[config.mk]
export PLATFORM = sky130hd
export DESIGN_NAME = i2s_rx_deserializer
export DESIGN_NICKNAME = d
export VERILOG_FILES = /design/src/rtl/i2s_rx_deserializer.sv
export SDC_FILE = /design/constraint.sdc
export NUM_CORES = 1
export LEC_CHECK = 0
export CELL_PAD_IN_SITES_DETAIL_PLACEMENT = 0
export CELL_PAD_IN_SITES_GLOBAL_PLACEMENT = 1
export CORE_MARGIN = 3
export CORE_UTILIZATION = 32
export CTS_CLUSTER_DIAMETER = 150
export DETAILED_ROUTE_END_ITERATION = 6
export GPL_TIMING_DRIVEN = 0
export HOLD_SLACK_MARGIN = 0.15
export PLACE_DENSITY_LB_ADDON = 0.1
export SYNTH_ARGS = -nofsm -noshare
export SYNTH_HDL_FRONTEND = slang
export SYNTH_SLANG_ARGS = --single-unit
[constraint.sdc]
create_clock -name clk_i -period 2 [get_ports clk_i]
set_input_delay 0.2 -clock clk_i [delete_from_list [all_inputs] [get_ports clk_i]]
set_output_delay 0.2 -clock clk_i [all_outputs]
set_load 0.02 [all_outputs]
[src/rtl/i2s_rx_deserializer.sv]
// rtl/i2s_rx_deserializer.sv - 24-bit I2S stereo receiver, one left/right pair per frame.
// Optional slot-length checker: define I2S_RX_FRAME_CHECK_EN to add frame_err_o.
module i2s_rx_deserializer #(
   parameter int DATA_W      = 24,
   parameter int SLOT_W      = 32,
   parameter int SYNC_STAGES = 2
) (
   input  logic              clk_i,
   input  logic              srst_i,
   input  logic              bclk_i,
   input  logic              lrclk_i,
   input  logic              sdata_i,
   input  logic              devices_ready_i,
   output logic [DATA_W-1:0] left_o,
   output logic [DATA_W-1:0] right_o,
`ifdef I2S_RX_FRAME_CHECK_EN
   output logic              frame_err_o,
`endif
   output logic              valid_o
);

   localparam int IDX_W = $clog2(SLOT_W);
   localparam logic [IDX_W-1:0] IDX_MAX  = IDX_W'(SLOT_W - 1);
   localparam logic [IDX_W-1:0] IDX_LAST = IDX_W'(DATA_W);

   typedef enum logic [1:0] {IDLE, LEFT, RIGHT} state_t;

   state_t            state_q, state_d;
   logic [2:0]        sync_q [SYNC_STAGES];
   logic              bclk_s, lrclk_s, sdata_s;
   logic              bclk_d_q, lr_prev_q;
   logic              rise, lr_edge, bit_en, word_done;
   logic              cap_left, cap_right;
   logic [IDX_W-1:0]  idx_q, idx_d;
   logic [DATA_W-1:0] shift_q, shift_d, hold_q, left_q, right_q;
   logic              valid_q;

   // All three inputs share one pipeline so their relative phase is preserved.
   always_ff @(posedge clk_i) begin
      if (srst_i) begin
         for (int i = 0; i < SYNC_STAGES; i++) sync_q[i] <= '0;
      end else begin
         sync_q[0] <= {bclk_i, lrclk_i, sdata_i};
         for (int i = 1; i < SYNC_STAGES; i++) sync_q[i] <= sync_q[i-1];
      end
   end

   assign bclk_s  = sync_q[SYNC_STAGES-1][2];
   assign lrclk_s = sync_q[SYNC_STAGES-1][1];
   assign sdata_s = sync_q[SYNC_STAGES-1][0];

   assign rise    = bclk_s & ~bclk_d_q;
   assign lr_edge = rise & (lrclk_s ^ lr_prev_q);

   always_comb begin
      idx_d = idx_q;
      if (!devices_ready_i)
         idx_d = '0;
      else if (rise) begin
         if (lr_edge)
            idx_d = '0;
         else if (idx_q != IDX_MAX)
            idx_d = idx_q + 1'b1;
      end
   end

   // Index 0 is the one-bit I2S delay slot; data occupies indices 1..DATA_W.
   assign bit_en    = rise & devices_ready_i & ~lr_edge & (idx_d != '0) & (idx_d <= IDX_LAST);
   assign word_done = bit_en & (idx_d == IDX_LAST);

   always_comb begin
      shift_d = shift_q;
      if (!devices_ready_i || lr_edge)
         shift_d = '0;
      else if (bit_en)
         shift_d = {shift_q[DATA_W-2:0], sdata_s};
   end

   always_ff @(posedge clk_i) begin
      if (srst_i)
         state_q <= IDLE;
      else
         state_q <= state_d;
   end

   always_comb begin
      state_d = state_q;
      if (!devices_ready_i)
         state_d = IDLE;
      else if (lr_edge) begin
         if (!lrclk_s)
            state_d = LEFT;
         else if (state_q != IDLE)
            state_d = RIGHT;
      end
   end

   always_comb begin
      cap_left  = 1'b0;
      cap_right = 1'b0;
      case (state_q)
         LEFT:    cap_left  = word_done;
         RIGHT:   cap_right = word_done;
         default: ;
      endcase
   end

   always_ff @(posedge clk_i) begin
      if (srst_i) begin
         bclk_d_q  <= 1'b0;
         lr_prev_q <= 1'b0;
         idx_q     <= '0;
         shift_q   <= '0;
         hold_q    <= '0;
         left_q    <= '0;
         right_q   <= '0;
         valid_q   <= 1'b0;
      end else begin
         bclk_d_q <= bclk_s;
         if (rise) lr_prev_q <= lrclk_s;
         idx_q    <= idx_d;
         shift_q  <= shift_d;
         valid_q  <= cap_right;
         if (cap_left) hold_q <= shift_d;
         if (cap_right) begin
            left_q  <= hold_q;
            right_q <= shift_d;
         end
      end
   end

   assign left_o  = left_q;
   assign right_o = right_q;
   assign valid_o = valid_q;

`ifdef I2S_RX_FRAME_CHECK_EN
   logic frame_err_q;

   // A slot that ends at any index other than SLOT_W-1 was not exactly SLOT_W BCLKs long.
   always_ff @(posedge clk_i) begin
      if (srst_i)
         frame_err_q <= 1'b0;
      else if (lr_edge && devices_ready_i && state_q != IDLE && idx_q != IDX_MAX)
         frame_err_q <= 1'b1;
   end

   assign frame_err_o = frame_err_q;
`endif

endmodule

==> reports/results.tsv, run 1 <==
stage	metric	value	unit
synthesis	synth-simple-area-share	20.71	%
global_routing	grt_first_pass_wirelength	16.81	mm
placement	placed_area	4959	um^2
cts	clkTransAtPathRegs	0.07	ns
drt	drcViolationCount	0	
global_routing	gr-total-overflow	0	
sta	max_freq	0.5023	GHz
synthesis	synthDistinctLibCells	41	
synthesis	synthesis.nets	461	
finish	multi_input_area	1956	um^2
critical_path	path_cells	nor2b_4, buf_6, buf_4, a211oi_2, a21o_4, and4bb_4, a21oi_4, buf_6, a22o_1	
cts	cts_hold_repair.buffers	0	
critical_path	crit_path_end_kind	register	
global_routing	gr-usage-met3	2.526	%
placement	place_hpwl	7.252	mm
global_routing	busiest_layer	met2	
pwr	ir_worst_vdd	0.3865	mV
sta	min_period	1.991	ns
critical_path	critical-path-max-stage-delay	0.34	ns
cts	clock-sinks	111	
sta	fin_crit_sh	99.54	%
critical_path	path_class	reg -> reg	
pwr	power_per_cell_area	745.7	nW/um^2
sta	whs	0.3056	ns
sta	finalHoldViolations	0	
critical_path	startpoint_type	register	
die	die_w	120.5	um
pwr	p_int	0.003357	W
global_routing	grt_antenna_before_repair	0	
drt	routed_wl	10.86	mm
min_path	hp-class	in -> reg	
finish	areaGrowthSynthToFinish	37.30	%
synthesis	synthCells	454	
finish	num-fill-cells	1332	
cts	numCtsBuffers	9	
pwr	p_comb_share	2.7	%
die	io_pins	55	
global_routing	grt_max_degree	19	
drt	wl_per_cell	15.19	um
synthesis	synth_top_family_by_area	simple AND/OR/NAND/NOR gates	
cts	cts_max_level	3	
run	drv_cap	0	
global_routing	use_met2	21.66	%
finish	layout_common_cells	dfxtp_1, clkdlybuf4s50_1, nor2_1	
synthesis	synth_top_cell_by_area	dfxtp_1	
critical_path	cp_max_fo	10	
drt	via_per_inst	4.857	
synthesis	netlist_area	4193	um^2
sta	drv_slew	0	
sta	fin_ws	0.009271	ns
sta	worst_pin_slew	0.7117	ns
run_status	outcome	complete, no violations	
finish	design_area	5757	um^2
sta	grt_setup_unrepaired	yes	
placement	dp_cells	679	
critical_path	crit_top_cell	buf_6	
finish	stdcell_count	715	
pwr	clkPwrFrac	45.7	%
drt	ant_nets	0	
placement	gp_congestion	0.7200	
die	core_area	12720	um^2
die	row_count	41	
synthesis	muxShareOfSynthArea	0.2387	%
synthesis	synth.area.top_cells	dfxtp_1, nor2_1, a22o_1	
finish	final_nets	545	
synthesis	synth_area_per_cell	9.235	um^2
global_routing	globalRouteTotalUtil	14.65	%
synthesis	synth_edf_count	0	
pwr	p_seq_share	51.6	%
pwr	p_leak	2.064	nW
die	dieArea	14510	um^2
finish	diodes	0	
drt	drt-initial-drc-count	212	
synthesis	synth_adder_area_share	0.2984	%
finish	mostFrequentLayoutCell	dfxtp_1	
placement	port_buffers	53	
global_routing	met1_usage	20.85	%
critical_path	required	2.25	ns
finish	fin_util	45.25	%
finish	seqCellArea	2233	um^2
synthesis	async_reset_ff_share	0	%
synthesis	synthDominantCellAreaShare	53.00	%
pwr	p_sw_share	21.80	%
synthesis	ys_warn_count	0	
cts	clockBufferDepth	2	
cts	cts_tree	built	
sta	maxSlewHeadroom	52.55	%
finish	layout-drive-gt1-share	26.70	%
cts	clk_latency	0.36	ns
critical_path	cp_num_buf_inv	3	
synthesis	synth_xor_area_share	0.4178	%
critical_path	cp.arrival	2.24	ns
sta	setup_viol	0	
critical_path	path_delay_family	compound AO/OA/AOI/OAI gates	
global_routing	first_global_vias	3208	
synthesis	ys_seq_area_share	53.00	%
die	initial_core_util	32.96	%
synthesis	synth_ff_type	dfxtp_1	
critical_path	worst_path_max_delay_cell	dfxtp_2	
synthesis	synth_compound_area_share	20.14	%
cts	root_buffer	clkbuf_16	
drt	dr.pass1.iters	5	
drt	dr_total_vias	3473	
sta	fin_worst_skew	0.005153	ns
pwr	switchingPower	0.0009357	W
synthesis	ys_ff_latch	111	
die	fp.dieH	120.5	um
placement	place_ws	-0.4740	ns
-- tightest hold or removal path, stage by stage --
cell      delay (ns)
buf_2           0.19
nor2b_1         0.10
a21boi_0        0.12
-- flip-flops by register name (all words and copies together) (netlist names) --
signal / flops
left_o: 24
right_o: 24
idx_q: 5
sync_q: 6
lr_prev_q: 1
shift_q: 23
hold_q: 24
state_q: 2
valid_o: 1
bclk_d_q: 1
-- per-stage QoR --
| stage | setup TNS, ns | power [W] |
|---|---|---|
| 6_report | 0 | 0.004293 |
| 4_1_cts | -0.1619 | 0.004335 |
| 2_1_floorplan | 0 | 0.002335 |
| 3_3_place_gp | -18.63 | 0.002370 |
| 5_1_grt | -2.198 | 0.004421 |
| 3_5_place_dp | -20.61 | 0.002371 |
-- synthesized netlist by cell type (2+ instances only) --
master and instances:
dfxtp_1 111, nor2_1 56, nand2_1 54, a21oi_1 30
nor3_1 26, nand3_1 25, a22o_1 24, o21ai_0 21
a21oi_2 20, clkbuf_1 12, nor2b_1 11, buf_6 8
buf_2 7, o21ai_1 7, buf_4 5, nand4_1 5
a211oi_1 2, a21boi_0 2, a21oi_4 2, a31oi_1 2
and2_1 2, clkbuf_2 2, xnor2_1 2
-- what timing repair did --
action,4_1_cts,5_1_grt
hold endpoints to repair,0,0
buffers inserted,10,7
setup endpoints to repair,95,97
resized for setup,27,69
gates cloned,1,5
pin swaps,24,36
-- metal layers --
layer	routed length, um	up-vias
li1	-	1743
met1	5442	1642
met2	4783	76
met3	450	12
met4	185	0
met5	0	-
-- path summary, 6_finish.rpt --
path	start	to	slack, ns	depth (start not counted)
max reg2reg	sync_q[0][5]$_SDFF_PP0_	hold_q[22]$_SDFFE_PP0P_	0.009	9
min reg2reg	sync_q[0][0]$_SDFF_PP0_	sync_q[0][3]$_SDFF_PP0_	0.44	1
max	sync_q[0][5]$_SDFF_PP0_	hold_q[22]$_SDFFE_PP0P_	0.009	9
min	srst_i	state_q[0]$_SDFFE_PP0P_	0.31	3
-- cell families after synthesis --
kind of cell,Yosys count
AND/OR/NAND/NOR,188
AO/OA/AOI/OAI,117
flip-flops,111
buffers and inverters,34
XOR/XNOR,2
multiplexers,1
adder cells (fa/ha/maj),1
-- final cells by class --
class | count | share of cell area [%]
Tap cell | 172 | 3.738
Buffer | 31 | 4.869
Clock inverter | 7 | 1.652
Clock buffer | 9 | 3.912
Multi-Input combinational cell | 309 | 33.97
Sequential cell | 111 | 38.80
Timing Repair Buffer | 76 | 13.06
-- power by group through the flow --
stage               clock network (W)  registers [W]  logic [W]
floorplan                           0        0.00227  0.0000675
global placement                    0        0.00227   0.000101
detailed placement                  0        0.00227   0.000101
finish                        0.00196        0.00222   0.000114
global route                  0.00208        0.00222   0.000124
CTS                           0.00201        0.00222   0.000111
Power figures use the tool's default switching activity.
==> run 2: changes to the inputs <==
==> constraint.sdc (replaced) <==
create_clock -name clk_i -period 2 [get_ports clk_i]
set_input_delay 0.4 -clock clk_i [delete_from_list [all_inputs] [get_ports clk_i]]
set_output_delay 0.4 -clock clk_i [all_outputs]
set_load 0.02 [all_outputs]
==> results of run 2 <==
The final DEF is identical to that of run 1. Status: complete, no violations.
Main changes from that run: setup slack after placement -0.4740 ns -> -0.5303 ns; hold slack 0.3056 ns -> 0.4402 ns; end point of the worst hold path state_q[0]$_SDFFE_PP0P_ -> sync_q[0][3]$_SDFF_PP0_
